### src/rtl/demux_pkg.sv
// Shared constants and types for the 1-to-2 stream demultiplexer.
// Latency: n/a (declarations only).
// Backpressure: n/a (declarations only).
package demux_pkg;

  // Default payload width in bits
  localparam int DATA_W_DEF = 8;

  // Destination select encoding carried on in_sel
  localparam logic SEL_A = 1'b0;
  localparam logic SEL_B = 1'b1;

  // Occupancy of one output holding register
  typedef enum logic {
    SLOT_EMPTY = 1'b0,
    SLOT_FULL  = 1'b1
  } slot_state_e;

endpackage : demux_pkg

### src/rtl/stream_demux_1to2_out_slot.sv
// One-deep output holding register (valid + data) with load and drain.
// Latency: a loaded word appears on valid_o/data_o one cycle after load_i.
// Backpressure: accept_o drops only when FULL and the consumer is stalled.
module out_slot
  import demux_pkg::*;
#(
  parameter int DATA_W = DATA_W_DEF
) (
  input  logic              clk,
  input  logic              rst,
  input  logic              load_i,
  input  logic [DATA_W-1:0] data_i,
  input  logic              ready_i,
  output logic              valid_o,
  output logic [DATA_W-1:0] data_o,
  output logic              accept_o
);

  slot_state_e       state_q;
  logic [DATA_W-1:0] data_q;

  // Slot FSM: EMPTY fills on load; FULL refills on load, empties on drain alone, else holds
  always_ff @(posedge clk) begin
    if (rst) begin
      state_q <= SLOT_EMPTY;
      data_q  <= '0;
    end else begin
      case (state_q)
        SLOT_EMPTY: begin
          if (load_i) begin
            state_q <= SLOT_FULL;
            data_q  <= data_i;
          end
        end
        SLOT_FULL: begin
          if (load_i) begin
            state_q <= SLOT_FULL;
            data_q  <= data_i;
          end else if (ready_i) begin
            state_q <= SLOT_EMPTY;
          end
        end
        default: begin
          state_q <= SLOT_EMPTY;
        end
      endcase
    end
  end

  assign valid_o  = (state_q == SLOT_FULL);
  assign data_o   = data_q;
  // Room exists if empty, or if the held word leaves on this same edge
  assign accept_o = (state_q == SLOT_EMPTY) | ready_i;

endmodule : out_slot

### src/rtl/stream_demux_1to2.sv
// Routes one valid/ready input stream to port A or B by in_sel; optional counters under DEMUX_COUNT_EN.
// Latency: one cycle from input transfer to the selected output's valid.
// Backpressure: in_ready follows only the selected slot, so a stalled port never blocks the other.
module stream_demux_1to2
  import demux_pkg::*;
#(
  parameter int DATA_W = DATA_W_DEF
) (
  input  logic              clk,
  input  logic              rst,
  input  logic              in_valid,
  output logic              in_ready,
  input  logic [DATA_W-1:0] in_data,
  input  logic              in_sel,
  output logic              a_valid,
  input  logic              a_ready,
  output logic [DATA_W-1:0] a_data,
  output logic              b_valid,
  input  logic              b_ready,
  output logic [DATA_W-1:0] b_data
`ifdef DEMUX_COUNT_EN
  ,
  output logic [15:0]       cnt_a,
  output logic [15:0]       cnt_b
`endif
);

  logic accept_a;
  logic accept_b;
  logic in_xfer;
  logic load_a;
  logic load_b;

  // Readiness of the addressed slot only; the other slot's state is irrelevant
  always_comb begin
    in_ready = (in_sel == SEL_B) ? accept_b : accept_a;
  end

  assign in_xfer = in_valid & in_ready;
  assign load_a  = in_xfer & (in_sel == SEL_A);
  assign load_b  = in_xfer & (in_sel == SEL_B);

  out_slot #(.DATA_W(DATA_W)) u_slot_a (
    .clk      (clk),
    .rst      (rst),
    .load_i   (load_a),
    .data_i   (in_data),
    .ready_i  (a_ready),
    .valid_o  (a_valid),
    .data_o   (a_data),
    .accept_o (accept_a)
  );

  out_slot #(.DATA_W(DATA_W)) u_slot_b (
    .clk      (clk),
    .rst      (rst),
    .load_i   (load_b),
    .data_i   (in_data),
    .ready_i  (b_ready),
    .valid_o  (b_valid),
    .data_o   (b_data),
    .accept_o (accept_b)
  );

`ifdef DEMUX_COUNT_EN
  logic [15:0] cnt_a_q, cnt_a_d;
  logic [15:0] cnt_b_q, cnt_b_d;

  // Next count: bump on each output transfer, wrapping naturally at 16 bits
  always_comb begin
    cnt_a_d = cnt_a_q;
    cnt_b_d = cnt_b_q;
    if (a_valid & a_ready) cnt_a_d = cnt_a_q + 16'd1;
    if (b_valid & b_ready) cnt_b_d = cnt_b_q + 16'd1;
  end

  // Delivered-word counters, cleared by reset with priority over any transfer
  always_ff @(posedge clk) begin
    if (rst) begin
      cnt_a_q <= '0;
      cnt_b_q <= '0;
    end else begin
      cnt_a_q <= cnt_a_d;
      cnt_b_q <= cnt_b_d;
    end
  end

  assign cnt_a = cnt_a_q;
  assign cnt_b = cnt_b_q;
`endif

endmodule : stream_demux_1to2

### config.mk
export PLATFORM = sky130hd
export DESIGN_NAME = stream_demux_1to2
export DESIGN_NICKNAME = d
export VERILOG_FILES = /design/src/rtl/demux_pkg.sv /design/src/rtl/stream_demux_1to2_out_slot.sv /design/src/rtl/stream_demux_1to2.sv
export SDC_FILE = /design/constraint.sdc
export NUM_CORES = 1
export LEC_CHECK = 0
export ABC_CLOCK_PERIOD_IN_PS = 1150
export CAP_MARGIN = 40
export CORE_ASPECT_RATIO = 0.75
export CORE_MARGIN = 2
export CORE_UTILIZATION = 40
export CTS_CLUSTER_SIZE = 16
export DETAILED_ROUTE_END_ITERATION = 16
export PLACE_DENSITY = 0.82
export SYNTH_ARGS = -nofsm -noshare
export SYNTH_HDL_FRONTEND = slang
export SYNTH_SLANG_ARGS = --single-unit
### constraint.sdc
create_clock -name clk -period 1.15 [get_ports clk]
set_clock_uncertainty 0.05 [all_clocks]
set_input_delay 0.115 -clock clk [delete_from_list [all_inputs] [get_ports clk]]
set_output_delay 0.115 -clock clk [all_outputs]
set_load 0.1 [all_outputs]
==> flow_summary.toml <==
[floorplanning]
fp.dieW_um = 54.4
start_util = 0.434
num_rows = 13
design.portCount = 33
core_area_sq_um = 1760
die-area_sq_um = 2270
dieHeight_um = 41.8

[job]
drv_cap = 0

[run_status]
outcome = "finished with violations"
failed_checks = "negative setup slack"

[drt]
route.detailed.drc = 0
wire_per_inst_um = 13.1
postRouteAntennaNets = 0
first_iter_violations = 2
drtPass1Iterations = 3
vias = 624
via_per_inst = 4.73
wirelength_um = 1730

[finish]
area_growth_syn_to_layout_pct = 88.2
regArea_sq_um = 388
stdcell_area_sq_um = 1430
nFillCells = 115
fin_cells = 132
fin_util = 0.816
drive_above_1_share = 0.482
multi_input_area_sq_um = 390
antenna_cells = 0
final_nets = 125

[global_routing]
grt_overflow = 0
grt_max_degree = 27
first_global_vias = 674
grt.total_usage = 0.176
grt_pass1_wl_um = 2950
antenna_found_initial = 0

[sta]
rsz0062_at_grt = "true"
fin_ws_ns = -0.183
slew_viol_final = 0
finalCriticalPeriod_ns = 1.33
hold_violations = 0
slew_headroom = 0.898
max_freq_ghz = 0.750
setup_viol = 2
tightest_slew_ns = 0.149
period_share = 1.16

[setup_path]
reg2reg_to = "u_slot_a.data_o[6]$_SDFFE_PP0P_"
crit_path_start_kind = "flip-flop"
critPathArrivalTime_ns = 1.17
slowest_stage = "dfxtp_4"
crit_path_end_kind = "output pin"
r2r_start = "u_slot_a.valid_o$_SDFF_PP0_"
r2r_cells = 5
rrSetupSlack_ns = -0.03
worstPathRequired_ns = 0.99
path_class = "flip-flop to output pin"
crit_end = "in_ready"
critPathLaunch = "u_slot_b.valid_o$_SDFF_PP0_"
critPathMaxStageDelay_ns = 0.38
crit_chain = "nand2b_4, mux2_4, buf_12"
cp_max_fo = 2

[synthesis]
synth_top_area_frac = 0.473
synth_area_sq_um = 762
synth-main-ff-cell = "dfxtp_1"
synthArstFlopShare = 0
synth-seq-cells = 18
syn_avg_cell_area_sq_um = 10.9
synthTopCellsByCount = "25 x nand2b_1, 18 x dfxtp_1, 16 x mux2i_1"
netlist-cell-type-count = 12
synth_top_area_cell = "dfxtp_1"
synth_edf_count = 0
yosysWarnings = 0
synthCells = 70
synth_area_leaders = "dfxtp_1 47%, mux2i_1 21%, nand2b_1 21%, nand2b_4 1.8%, and3_4 1.5%"
yosysSeqAreaShare = 0.473
syn-num-nets = 84
yosysMostFrequentCell = "nand2b_1"

[cts]
numCtsBuffers = 3
clock_sinks = 18
clk_latency_ns = 0.29
cts.htree.levels = 1
path_clk_slew_ns = 0.10
root_buffer = "clkbuf_4"
cts_buffer_depth = 2
cts_tree = "done"
cts_hold_repair.buffers = 0

[placement]
dp_cells = 124
preCtsSetupSlack_ns = -0.229
hpwl_um = 1290
dpl-instance-area_sq_um = 1370
finalWeightedCongestion = 0.654
io_buffers = 32

[power_and_ir_drop]
ir_worst_vdd_mv = 1.03
p_leak_nw = 0.608
power_density_nw_per_um2 = 1110

[min_path]
hold_path.class = "primary input to flip-flop"
==> sequential cells by signal (all words and copies together), names as in the netlist <==
name,cells
u_slot_a.data_o,8
u_slot_b.data_o,8
u_slot_a.valid_o,1
u_slot_b.valid_o,1
==> repair_timing <==
item                       CTS  global route
buffers inserted             4             0
resized for setup            2             2
setup endpoints to repair    1            19
gates cloned                 0             0
==> per-stage QoR <==
step                      setup TNS (ns)  total power [W]  hold slack (ns)
after floorplan                   -0.125          0.00104            0.233
after global placement             -2.26          0.00127            0.427
after detailed placement           -3.31          0.00127            0.436
after CTS                         -0.226          0.00160            0.276
after global routing              -0.729          0.00166            0.294
final                             -0.213          0.00159            0.274
==> cell families (layout without fill, tap and decap cells) <==
family | count (synthesis) | in the layout | share of synthesized area
DFF | 18 | 18 | 0.473
buffers and inverters | 4 | 44 | 0.0345
AOI/OAI and AO/OA | 2 | 2 | 0.0131
muxes | 17 | 17 | 0.225
and+or+nand+nor | 29 | 29 | 0.255
==> report_power, final <==
part	total [W]	leakage (nW)	internal, W	switching [W]
sequential	0.000697	0.155	0.000661	0.0000363
clock	0.000320	0.0154	0.000126	0.000194
combinational	0.000572	0.437	0.000244	0.000328
total	0.00159	0.608	0.00103	0.000558
==> worst min-delay path by stage <==
stage                                         start                              end  slack (ns)  cells past startpoint
floorplan                                in_data[6]  u_slot_a.data_o[6]$_SDFFE_PP0P_        0.23                      2
global placement    u_slot_b.data_o[0]$_SDFFE_PP0P_  u_slot_b.data_o[0]$_SDFFE_PP0P_        0.43                      2
detailed placement  u_slot_a.data_o[0]$_SDFFE_PP0P_  u_slot_a.data_o[0]$_SDFFE_PP0P_        0.44                      2
CTS                                          in_sel  u_slot_b.data_o[6]$_SDFFE_PP0P_        0.28                      3
global route                                 in_sel  u_slot_b.data_o[6]$_SDFFE_PP0P_        0.29                      3
finish                                       in_sel  u_slot_b.data_o[6]$_SDFFE_PP0P_        0.27                      3
==> cell type report <==
type / count / area share
clock buffer: 3 / 0.0157
clock inverter: 1 / 0.00262
multi-input combinational: 48 / 0.272
sequential: 18 / 0.271
tap: 22 / 0.0192
timing repair buffer: 40 / 0.420
==> per-layer routing <==
| metal | global-route usage | vias up | wire, um |
|---|---|---|---|
| li1 | - | 313 | - |
| met1 | 0.210 | 288 | 718 |
| met2 | 0.299 | 23 | 871 |
| met3 | 0.0755 | 0 | 141 |
| met4 | 0.0150 | 0 | 0 |
| met5 | 0 | - | 0 |
==> worst max-delay path, delay by kind of cell, from the launching register on <==
family	cells	cell delay [ns]
muxes	1	0.27
DFF	1	0.38
buffers and inverters	1	0.17
and+or+nand+nor	1	0.06
==> cells in the final DEF (no fill, tap or decap), drive strengths merged <==
cell type      synthesis  final
and3                   1      1
buf                    2     27
nand3b                 1      1
nand2b                26     26
nand3                  1      1
mux2i                 16     16
clkdlybuf4s50          0     12
clkinv                 0      1
mux2                   1      1
clkbuf                 2      3
dlygate4sd2            0      1
dfxtp                 18     18
a21oi                  2      2
Power figures use the tool's default switching activity.
